===== src/rtl/f_minmax_pipe.sv =====
// Pipelined IEEE-754 FMIN/FMAX with RISC-V NaN semantics on native encodings.
// A shift chain of LATENCY slots moves as one; the tag rides along for writeback routing.
module f_minmax_pipe #(
  parameter int EXP_W   = 8,
  parameter int MANT_W  = 23,
  parameter int LATENCY = 2,
  parameter int TAG_W   = 5,
  localparam int FLEN   = 1 + EXP_W + MANT_W
) (
  input  logic              clk,
  input  logic              rst_n,
  input  logic              in_valid,
  output logic              in_ready,
  input  logic              op_max,
  input  logic [FLEN-1:0]   a,
  input  logic [FLEN-1:0]   b,
  input  logic [TAG_W-1:0]  in_tag,
  output logic              out_valid,
  input  logic              out_ready,
  output logic [FLEN-1:0]   res,
  output logic              flag_nv,
  output logic [TAG_W-1:0]  out_tag
);

  localparam logic [FLEN-1:0] CANON_NAN = {1'b0, {EXP_W{1'b1}}, 1'b1, {(MANT_W-1){1'b0}}};

  typedef struct packed {
    logic [FLEN-1:0]  a;
    logic [FLEN-1:0]  b;
    logic             op_max;
    logic [TAG_W-1:0] tag;
    logic             a_nan;
    logic             b_nan;
    logic             nv;
    logic             mag_gt;
    logic             mag_eq;
  } stage_t;

  // Handshake: a transfer happens on a rising edge where valid && ready. The whole
  // chain advances when the output slot is empty or being drained, so in_ready is
  // purely !out_valid || out_ready and never looks at in_valid.
  logic   advance;
  logic   accept;
  stage_t c_p;
  stage_t m_p;
  logic   m_valid;
  logic   f_valid;

  assign advance   = !out_valid || out_ready;
  assign in_ready  = advance;
  assign accept    = in_valid && advance;
  assign out_valid = f_valid;

  function automatic logic is_nan(input logic [FLEN-1:0] x);
    return (&x[FLEN-2:MANT_W]) && (|x[MANT_W-1:0]);
  endfunction

  function automatic logic [FLEN-1:0] pick(input stage_t p);
    logic a_lt;
    if (p.a[FLEN-1] != p.b[FLEN-1])
      a_lt = p.a[FLEN-1];
    else if (p.a[FLEN-1])
      a_lt = p.mag_gt;
    else
      a_lt = !p.mag_gt && !p.mag_eq;
    if (p.a_nan && p.b_nan)
      return CANON_NAN;
    else if (p.a_nan)
      return p.b;
    else if (p.b_nan)
      return p.a;
    else
      return (p.op_max ^ a_lt) ? p.a : p.b;
  endfunction

  always_comb begin
    c_p        = '0;
    c_p.a      = a;
    c_p.b      = b;
    c_p.op_max = op_max;
    c_p.tag    = in_tag;
    c_p.a_nan  = is_nan(a);
    c_p.b_nan  = is_nan(b);
    c_p.nv     = (is_nan(a) && !a[MANT_W-1]) || (is_nan(b) && !b[MANT_W-1]);
    c_p.mag_gt = a[FLEN-2:0] > b[FLEN-2:0];
    c_p.mag_eq = a[FLEN-2:0] == b[FLEN-2:0];
  end

  generate
    if (LATENCY == 1) begin : g_merged
      assign m_valid = accept;
      assign m_p     = c_p;
    end else begin : g_split
      logic   s1_valid;
      stage_t s1_p;

      always_ff @(posedge clk or negedge rst_n) begin
        if (!rst_n) begin
          s1_valid <= 1'b0;
          s1_p     <= '0;
        end else if (advance) begin
          s1_valid <= accept;
          if (accept) s1_p <= c_p;
        end
      end

      if (LATENCY >= 3) begin : g_retime
        logic   s2_valid;
        stage_t s2_p;

        always_ff @(posedge clk or negedge rst_n) begin
          if (!rst_n) begin
            s2_valid <= 1'b0;
            s2_p     <= '0;
          end else if (advance) begin
            s2_valid <= s1_valid;
            if (s1_valid) s2_p <= s1_p;
          end
        end

        assign m_valid = s2_valid;
        assign m_p     = s2_p;
      end else begin : g_direct
        assign m_valid = s1_valid;
        assign m_p     = s1_p;
      end
    end
  endgenerate

  // Final slot: outputs come straight from these registers and hold during a stall.
  always_ff @(posedge clk or negedge rst_n) begin
    if (!rst_n) begin
      f_valid <= 1'b0;
      res     <= '0;
      flag_nv <= 1'b0;
      out_tag <= '0;
    end else if (advance) begin
      f_valid <= m_valid;
      if (m_valid) begin
        res     <= pick(m_p);
        flag_nv <= m_p.nv;
        out_tag <= m_p.tag;
      end
    end
  end

endmodule


===== config.mk =====
export PLATFORM = sky130hd
export DESIGN_NAME = f_minmax_pipe
export DESIGN_NICKNAME = d
export VERILOG_FILES = /design/src/rtl/f_minmax_pipe.sv
export SDC_FILE = /design/constraint.sdc
export NUM_CORES = 1
export LEC_CHECK = 0
export CAP_MARGIN = 15
export CORE_AREA = 4 4 122 124
export CTS_CLUSTER_SIZE = 20
export DETAILED_ROUTE_END_ITERATION = 10
export DIE_AREA = 0 0 126 128
export GPL_TIMING_DRIVEN = 0
export PLACE_DENSITY = 0.68
export SLEW_MARGIN = 20
export SYNTH_ARGS = -nofsm -noshare
export SYNTH_HDL_FRONTEND = slang
export SYNTH_SLANG_ARGS = --single-unit
export TNS_END_PERCENT = 5

===== constraint.sdc =====
create_clock -name clk -period 3.18 [get_ports clk]
set_input_delay 0.954 -clock clk [delete_from_list [all_inputs] [get_ports clk]]
set_output_delay 0.954 -clock clk [all_outputs]
set_load 0.05 [all_outputs]

Yosys cells after proc, flatten, opt, wreduce, memory -nomap -nowiden:

Cells that the tools add are included.

* register bits: 115
* bits in latches: 0
* memory bits (writable): 0
* ROM bits: 0
* output and inout port bits: 40
* logic and storage cells: 46
* memories: 0

* add/sub/neg operators: 0
* $mul: 0
* div/mod/pow operators: 0
* $lt $le $gt $ge: 1
* equality and inequality tests: 2
* shifts and indexed selects: 0
* muxes and demuxes: 8
* bitwise gates (word level): 1
* reduce and logical (&&, ||, !) cells: 20

Operators by type and width (number)
* 32-bit 2-to-1 mux: 4
* 23-bit OR reduction: 2
* 31-bit equality test: 1
* 31-bit > comparator: 1
* 8-bit AND reduction: 2
* 1-bit logical AND: 7
* 1-bit zero test: 5
* 1-bit 2-to-1 mux: 4
* 2-bit AND reduction: 2
* 1-bit logical OR: 2
* 1-bit != test: 1
* 1-bit bitwise XOR: 1

Logic depth before layout (Yosys ltp):

Gate-level depths: netlist of the first run.

* depth after elaboration: 11
* gate-level depth with buffers: 7
* mapped depth without buffers: 7

Worst setup path after synthesis of the first run:

Ideal clock, no wire load.

* path type: input -> register
* from: input port out_ready
* to: register g_split.s1_p[55] (netlist name)
* arrival: 2.368 ns
* required time: 3.055 ns
* slack: 0.688 ns
* stages: 5
* cells stage by stage: nand2b_1 -> nand2_1 -> buf_2 -> buf_2 -> mux2_2

* longest elaborated chain between the ends: 3

Ends and longest elaborated chain
* start: declaration: line 19 `input logic out_ready,`
* 1-bit logical OR (*): line 49 `assign advance = !out_valid || out_ready;`
* 1-bit logical AND: line 51 `assign accept = in_valid && advance;`
* 2-bit AND reduction (no line) (*)
* end signal: assignment: line 103 `if (accept) s1_p <= c_p;`
* end: declaration: line 95 `stage_t s1_p;`

Every way passes the cells marked *; elsewhere a longest branch is shown, timed or not.
A chain may end at the register's enable or synchronous reset.

Worst setup path after layout of the first run:

* from: input port out_ready
* to: output port in_ready

* longest elaborated chain between the ends: 1

Ends and longest elaborated chain
* 1-bit logical OR: line 49
* end: declaration: line 13 `output logic in_ready,`

No other way between the ends.

==> impl_metrics.yaml, run 1 <==
route:
  drc: 0
  firstDrtPassIters: 4
  routedWlPerCell_um: 17.4
  drt-vias-per-instance: 5.16
  routed_wirelength_mm: 14.6
  ant_nets: 0
  drt_iter0_drc: 305
  num_vias: 4333
outcome:
  outcome: "complete, no violations"
placement:
  post_dp_cell_area_um2: 6860
  gp_congestion: 0.836
  placed_cells_incl_taps: 807
  hpwlAfterDp_mm: 11.2
  place_ws_ns: -0.210
  port_buffers: 113
cells_and_area:
  diodes: 0
  drive_gt1_share_pct: 12.9
  post-route-util_pct: 54.4
  nNetsFinal: 751
  final_cell_area_um2: 7490
  area_growth_pct: 36.8
  fin_cells: 839
setup_path:
  cp_slowest_stage_delay_ns: 0.56
  r2r_start: "out_valid"
  critPathLaunchType: "input port"
  cp_cell_sequence: "clkdlybuf4s50_1 -> nand2b_1 -> dlygate4sd2_1"
  worstPathRequired_ns: 2.23
  slowest_stage: "dlygate4sd2_1"
  cp-end-kind: "output port"
  crit_type: "input port to output port"
  reg2reg_to: "res[29]"
  rr_worst_depth: 5
  path_buf_inv: 2
  cp_max_fo: 6
  arrival_ns: 2.16
  reg2reg_slack_ns: 1.29
  cpLargestDelayFamily: "buffers and inverters"
global_route:
  grt_pass1_vias: 4756
  antenna_found_initial: 0
  overflow: 0
  grt_max_degree: 82
  grt_first_pass_wirelength_mm: 24.3
  grtUsageTotal_pct: 19.3
power_and_ir_drop:
  clockPowerShare_pct: 34.0
  switching_power_mw: 2.06
  seqPwrFrac_pct: 33.0
  share_comb_of_total_power_pct: 33.0
  finalPower_mw: 6.02
  peakVddDrop_mv: 0.387
  switching_share_pct: 34.2
  power_leakage_nw: 3.43
  internal-power_mw: 3.97
  pwr_density_cell_nw_per_um2: 804
cts:
  cts_tree: "done"
  cts_made_buffers: 17
  cts_hold_buf: 0
  clkLatencyLatePin_ns: 0.41
  cts-htree-levels: 4
  post-cts-setup-buffers: 0
  clockRootBuffer: "clkbuf_16"
  path_clk_slew_ns: 0.05
  cts_sinks: 115
  cts_buffer_depth: 2
timing:
  hold_violations: 0
  finalClockSkew_ns: 0.00438
  tightest_slew_ns: 0.832
  fin_crit_ns: 3.11
  max_freq_ghz: 0.322
  timing_max_transition_violations_final: 0
  setup_ws_ns: 0.0708
  setup_viol: 0
  slew_headroom_pct: 44.6
  min_period_over_period_pct: 97.8
  rsz0062_at_grt: "false"
synth:
  syn_area_um2: 5470
  syn-num-nets: 618
  synth_area_per_cell_um2: 10.7
  yosysSeqAreaShare_pct: 52.6
  synth_cell_types: 36
  ys_seq_elements: 115
  yosysWarnings: 0
  syn_inst: 513
floorplanning:
  die-area_um2: 16100
  ios: 114
  initial_core_util_pct: 39.7
  die_w_um: 126
  die_h_um: 128
  coreArea_um2: 13800
  rows: 43
min_path:
  min_path_type: "input port to async pin"
job:
  maxCapViolations: 0
## timing repair
item | 4_1_cts | 5_1_grt
setup endpoints to repair | 1 | 0
hold endpoints to repair | 0 | 0
gates resized for setup | 1 | 0
## placed cells by master, fill, tap and decap left out, types with 13 or more instances in the layout
cell,Yosys,layout
mux2i_1,32,32
o21ai_0,59,59
ha_1,31,31
inv_1,34,34
dfrtp_1,115,115
clkbuf_16,0,17
a21oi_1,23,23
nor2_1,13,13
nand2_1,90,90
clkdlybuf4s50_1,0,111
mux2_2,39,39
## power by group through the flow
stage	Sequential, mW	Combinational [mW]	Clock, mW
detailed placement	2.01	2.00	0
global route	2.04	2.13	2.16
global placement	2.00	1.97	0
CTS	1.99	2.01	2.07
floorplan	2.63	0.640	0
finish	1.99	1.99	2.05
## per-layer routing
| layer | global-route usage, % | part of all wire, % |
|---|---|---|
| met1 | 24.3 | 43 |
| met2 | 31.9 | 49 |
| met3 | 4.75 | 5.1 |
| met4 | 7.76 | 2.1 |
| met5 | 0 | 0 |
## cells by family (layout without fill, tap and decap cells)
kind of cell | Yosys count | count (layout) | share of synthesized area, %
and+or+nand+nor | 142 | 142 | 11.8
DFF | 115 | 115 | 52.6
AOI/OAI and AO/OA | 98 | 98 | 9.51
muxes | 71 | 71 | 13.9
buffers and inverters | 56 | 202 | 5.14
adders and majority gates | 31 | 31 | 7.09
## final cells by class
cell class                 instances  area [um^2]
fill                            1238         6280
sequential                       115         2880
multi-input combinational        342         2310
timing repair buffer             114         1160
clock buffer                      21          450
tap                              180          225
clock inverter                    11          183
buffer                            22          154
inverter                          34          128
## per-stage QoR
stage	hold WS [ns]	TNS (ns)
4_1_cts	0.439	0
6_report	0.436	0
2_1_floorplan	0.433	0
3_3_place_gp	0.443	-358.38
5_1_grt	0.452	0
3_5_place_dp	0.454	-0.210
## cell usage after synthesis (all sizes together)
library cell / instances / area [um^2]
a211oi: 3 / 22.5
a21oi: 23 / 115
a221oi: 1 / 8.76
and2: 1 / 6.26
and4: 1 / 8.76
and4b: 1 / 13.8
buf: 9 / 73.8
clkbuf: 12 / 67.6
dfrtp: 115 / 2880
dlymetal6s2s: 1 / 12.5
ha: 31 / 388
inv: 34 / 128
mux2: 39 / 439
mux2i: 32 / 320
nand2: 90 / 338
nand2b: 2 / 12.5
nand3: 2 / 10.0
nand3b: 2 / 15.0
nand4: 12 / 75.1
nor2: 13 / 48.8
nor2b: 2 / 12.5
nor3: 5 / 36.3
nor4: 10 / 62.6
o21ai: 66 / 330
o21bai: 1 / 7.51
o221a: 1 / 11.3
o22a: 1 / 8.76
o311ai: 1 / 8.76
o31ai: 1 / 7.51
or4: 1 / 7.51
## registers in the layout, summed over array words and instances, names as in the netlist
signal	flops
out_tag	5
out_valid	1
flag_nv	1
res	32
g_split.s1_valid	1
g_split.s1_p	75
## worst max-delay path by stage
stage	startpoint	to	slack (ns)	cells past startpoint
floorplan	out_ready	g_split.s1_p[55]	0.69	5
global placement	rst_n	g_split.s1_p[29]	-3.12	1
detailed placement	out_ready	in_ready	-0.21	3
CTS	out_ready	in_ready	0.06	3
global route	out_ready	in_ready	0.01	3
finish	out_ready	in_ready	0.07	3
Note: power is estimated with default switching activity, not from simulation.
==> run 2: changes to the inputs <==
- GPL_TIMING_DRIVEN: 0 -> unset
==> run 2 against run 1 <==
Register-to-register slack better by 0.07 ns. Hold slack better by 0.019 ns. Clock-buffer cell count unchanged. Die area unchanged. Power down 4.1%. Sequential share of layout area up 0.32 points. Routed wire length down 5.2%. Non-clock buffer count down 4. Critical path depth unchanged. Largest cell class unchanged. Highest routed layer unchanged.
==> impl_metrics.yaml, run 2 (synthesis results as in run 1) <==
global_route:
  grt_first_pass_wirelength_mm: 22.7
  grt_max_degree: 64
  grtUsageTotal_pct: 17.8
  antenna_found_initial: 0
  grt_pass1_vias: 4522
  overflow: 0
cts:
  cts_tree: "done"
  post-cts-setup-buffers: 0
  cts_made_buffers: 17
  cts_sinks: 115
  clkLatencyLatePin_ns: 0.40
  cts_hold_buf: 0
  path_clk_slew_ns: 0.05
  cts-htree-levels: 4
  cts_buffer_depth: 2
  cts-resized-gates: 0
  clockRootBuffer: "clkbuf_16"
min_path:
  min_from: "g_split.s1_p[6]"
  hold-path-endpoint: "out_tag[1]"
  hold_depth: 2
  min_path_type: "flop to flop"
cells_and_area:
  nNetsFinal: 747
  reg_top3: "g_split.s1_p (75), res (32), out_tag (5)"
  final_common_cell: "dfrtp_1"
  largest_register: "g_split.s1_p"
  area_growth_pct: 35.7
  mostFrequentLayoutCells: "dfrtp_1, clkdlybuf4s50_1, nand2_1"
  post-route-util_pct: 53.9
  fin_cells: 834
  final_cell_area_um2: 7430
  diodes: 0
  drive_gt1_share_pct: 14.2
  largest_register_ffs: 75
timing:
  fin_crit_ns: 2.83
  slew_headroom_pct: 63.7
  timing_max_transition_violations_final: 0
  holdWs_ns: 0.455
  min_period_over_period_pct: 89.1
  setup_tns_ns: 0
  rsz0062_at_grt: "false"
  tightest_slew_ns: 0.545
  max_freq_ghz: 0.353
  finalClockSkew_ns: 0.00975
  setup_viol: 0
  hold_violations: 0
setup_path:
  cp_slowest_stage_delay_ns: 0.45
  crit_type: "input port to output port"
  worstPathRequired_ns: 2.23
  rr_worst_depth: 6
  critPathLaunchType: "input port"
  cp_max_fo: 6
  arrival_ns: 1.88
  reg2reg_to: "res[14]"
  slowest_stage: "clkdlybuf4s50_1"
  reg2reg_slack_ns: 1.36
  cp-end-kind: "output port"
  cp_cell_sequence: "clkdlybuf4s50_1 -> nand2b_1 -> buf_12"
  r2r_start: "g_split.s1_p[1]"
route:
  firstDrtPassIters: 4
  drt-vias-per-instance: 5.12
  routed_wirelength_mm: 13.9
  drt_iter0_drc: 232
  routedWlPerCell_um: 16.6
  ant_nets: 0
  num_vias: 4270
  drc: 0
power_and_ir_drop:
  pwr_density_cell_nw_per_um2: 778
  peakVddDrop_mv: 0.465
  power_leakage_nw: 3.41
job:
  maxCapViolations: 0
floorplanning:
  ios: 114
  die-area_um2: 16100
  coreArea_um2: 13800
  rows: 43
  die_w_um: 126
  die_h_um: 128
  initial_core_util_pct: 39.7
placement:
  port_buffers: 113
  placed_cells_incl_taps: 803
  hpwlAfterDp_mm: 10.5
  gp_congestion: 0.825
  post_dp_cell_area_um2: 6860
outcome:
  outcome: "complete, no violations"
==> run 2: cell types whose count changed in the layout (fill, tap and decap cells not counted), moves of 3 or more <==
cell	previous run	this run
bufinv_16	5	2
buf_12	0	3
buf_2	5	0
buf_8	3	0
clkbuf_1	11	2
buf_4	0	18
==> run 2: power by group <==
part,internal (mW),leakage [nW],switching (mW)
combinational,0.747,1.74,1.21
sequential,1.80,1.39,0.186
clock,1.18,0.278,0.650
==> run 2: final cells by class <==
class | count | area [um^2]
Clock inverter | 10 | 109
Tap cell | 180 | 225
Multi-Input combinational cell | 342 | 2320
Fill cell | 1247 | 6340
Clock buffer | 21 | 460
Sequential cell | 115 | 2880
Timing Repair Buffer | 132 | 1310
Inverter | 34 | 128
==> run 2: metrics by stage <==
stage | total power [mW] | setup slack [ns]
final | 5.78 | 0.348
after global routing | 6.05 | 0.320
after CTS | 5.83 | 0.336
after detailed placement | 3.99 | 0.102
after global placement | 3.95 | 0.125
after floorplan | 3.27 | 0.688
==> run 2: worst max-delay path by stage <==
| stage | startpoint | to | slack, ns | cells after the start |
|---|---|---|---|---|
| 3_5_place_dp | b[26] | g_split.s1_p[1] | 0.10 | 8 |
| 4_1_cts | out_ready | in_ready | 0.34 | 3 |
| 6_report | out_ready | in_ready | 0.35 | 3 |
| 3_3_place_gp | b[26] | g_split.s1_p[1] | 0.12 | 8 |
| 5_1_grt | out_ready | in_ready | 0.32 | 3 |
| 2_1_floorplan | out_ready | g_split.s1_p[55] | 0.69 | 5 |
==> run 2: critical path: cells and delay by family <==
kind / cells / cell delay [ns]
buf+inv: 2 / 0.63
simple gates: 1 / 0.29
==> run 2: layer usage <==
layer  global-route usage (%)  vias up  part of all wire [%]
li1                         -     2054                     -
met1                     22.4     2099                    45
met2                     30.0       95                    49
met3                     4.17       22                   4.3
met4                     6.81        0                   2.0
met5                        0        -                     0
==> variant (config.mk and constraints of run 1) <==
The parameter `MANT_W` goes from 23 to 31.
--- a/src/rtl/f_minmax_pipe.sv
+++ b/src/rtl/f_minmax_pipe.sv
@@ -2,7 +2,7 @@
 // A shift chain of LATENCY slots moves as one; the tag rides along for writeback routing.
 module f_minmax_pipe #(
   parameter int EXP_W   = 8,
-  parameter int MANT_W  = 23,
+  parameter int MANT_W  = 31,
   parameter int LATENCY = 2,
   parameter int TAG_W   = 5,
   localparam int FLEN   = 1 + EXP_W + MANT_W
Interface: changed (resized a, b and res); port bits go from 114 to 138. The function was not compared with the original's and may differ.
==> variant against run 1 <==
  * Total power grew 19%
  * Area after synthesis grew 22%
  * Largest power group is now combinational logic
  * Highest routed layer unchanged
  * Routed wire length grew 21%
  * Setup slack gained 26 ps
  * Via count grew 23%
  * Final cell count grew 16%
  * Sequential share of layout area grew 0.62 points
  * Sequential cell count grew 24
  * Largest cell class unchanged
  * Final area grew 19%
==> variant: results (changes against run 1) <==
Status
  – Status: finished clean

Logic synthesis
  – Gate Count Post-Synth: 620 (+21%)
  – Syn Nets: 749 (+21%)
  – Synth top cells by count: dfrtp_1 (139), nand2_1 (101), o21ai_0 (49)
  – Post-synth cell types: 40 (+11%)
  – Post-synthesis sequential area ratio: 52.3% (-0.31 points)
  – Area contributors post-synth: dfrtp_1 (52%), mux2_2 (8.1%), ha_1 (7.3%)

Place
  – Pre-CTS setup slack: -345 ps (-134 ps)
  – Port Buffer Count: 137 (+21%)

GRT
  – Largest net degree at the start of global routing: 95 (+16%)
  – GRT Overall Usage: 22.7% (+3.4 points)
  – First-pass GRT wire length: 28700 um (+18%)
  – Vias in the first global route: 5539 (+16%)

Worst setup path
  – Largest stage delay, worst path: 440 ps (-120 ps)
  – Slowest-stage cell, CP: clkdlybuf4s50_1
  – Data arrival time of the worst path: 2130 ps (-30 ps)

Timing
  – Clk_skew: 6.46 ps (+2.07 ps)
  – Tightest Pin Transition: 597 ps (-234 ps)

Pwr
  – Peak VDD IR: 0.560 mV (+44%)
  – P_leak: 4.08 nW (+19%)
  – Psw: 2.62 mW (+27%)

Routing
  – First-pass DRT Iterations: 5 (+1)
  – Met3 Wirelength: 876 um (+18%)
  – Met2 wire length: 8640 um (+19%)
  – Final WL: 17700 um (+21%)

Layout
  – Final nets: 906 (+21%)
  – Layout cells sized above 1: 14.1% (+1.2 points)
variant: cell types whose count changed in the layout (fill, tap and decap cells not counted), sizes merged, moves of 7 or more:
cell,delta
clkdlybuf4s50,+24
dfrtp,+24
o21ai,+14
nand2,+12
mux2,+9
ha,+8
inv,+8
mux2i,+8
buf,+7
variant: final timing paths:
check                      depth (start not counted)  slack (ps)            start          endpoint
max in group asynchronous                          2        1990            rst_n           res[25]
min in group clk                                   2         460  g_split.s1_p[6]        out_tag[1]
hold reg to reg                                    2         460  g_split.s1_p[6]        out_tag[1]
setup / recovery                                   4         100        out_ready          in_ready
hold / removal                                     1         420            rst_n            res[5]
setup reg to reg                                   6        1410        out_valid  g_split.s1_p[44]
variant: per-stage QoR:
step,cell area [um^2],power [mW]
6_report,8910,7.18
5_1_grt,8910,7.51
4_1_cts,8910,7.24
3_5_place_dp,8280,5.14
3_3_place_gp,8250,5.09
2_1_floorplan,6660,4.18
variant: cell type report:
type	count	area, um^2
Multi-Input combinational cell	411	2830
Buffer	28	188
Timing Repair Buffer	138	1410
Clock buffer	19	453
Clock inverter	13	173
Tap cell	180	225
Fill cell	1158	4860
Sequential cell	139	3480
Inverter	42	158
variant: timing repair:
item | CTS | global route
gates resized for setup | 3 | 0
setup endpoints to repair | 1 | 0
hold endpoints to repair | 0 | 0
variant: cells by family (layout without fill, tap and decap cells):
kind of cell    after synthesis  count (layout)  synth area share (%)
fa+ha+maj                    39              39                  7.33
buf+inv                      70             240                  5.19
xor+xnor                      1               1                 0.132
compound gates              122             122                  10.1
flops                       139             139                  52.3
simple gates                161             161                  10.8
mux                          88              88                  14.1
variant: worst register-to-register path, stage by stage, from the launching register on:
cell and delay, ps:
dfrtp_1 340, nand2b_1 50, clkbuf_1 160, nand2_2 220, buf_2 270, clkbuf_1 410, o21ai_0 180
variant: power groups by stage:
stage,clock [mW],combinational (mW),sequential [mW]
2_1_floorplan,0,0.901,3.28
3_3_place_gp,0,2.65,2.44
3_5_place_dp,0,2.69,2.46
4_1_cts,2.11,2.69,2.43
5_1_grt,2.19,2.84,2.48
6_report,2.08,2.67,2.43
variant: routing by layer:
layer | GRT usage, % | vias up
li1 | - | 2470
met3 | 4.71 | 21
met4 | 7.76 | 0
met1 | 30.3 | 2688
met2 | 37.1 | 156
met5 | 0 | -
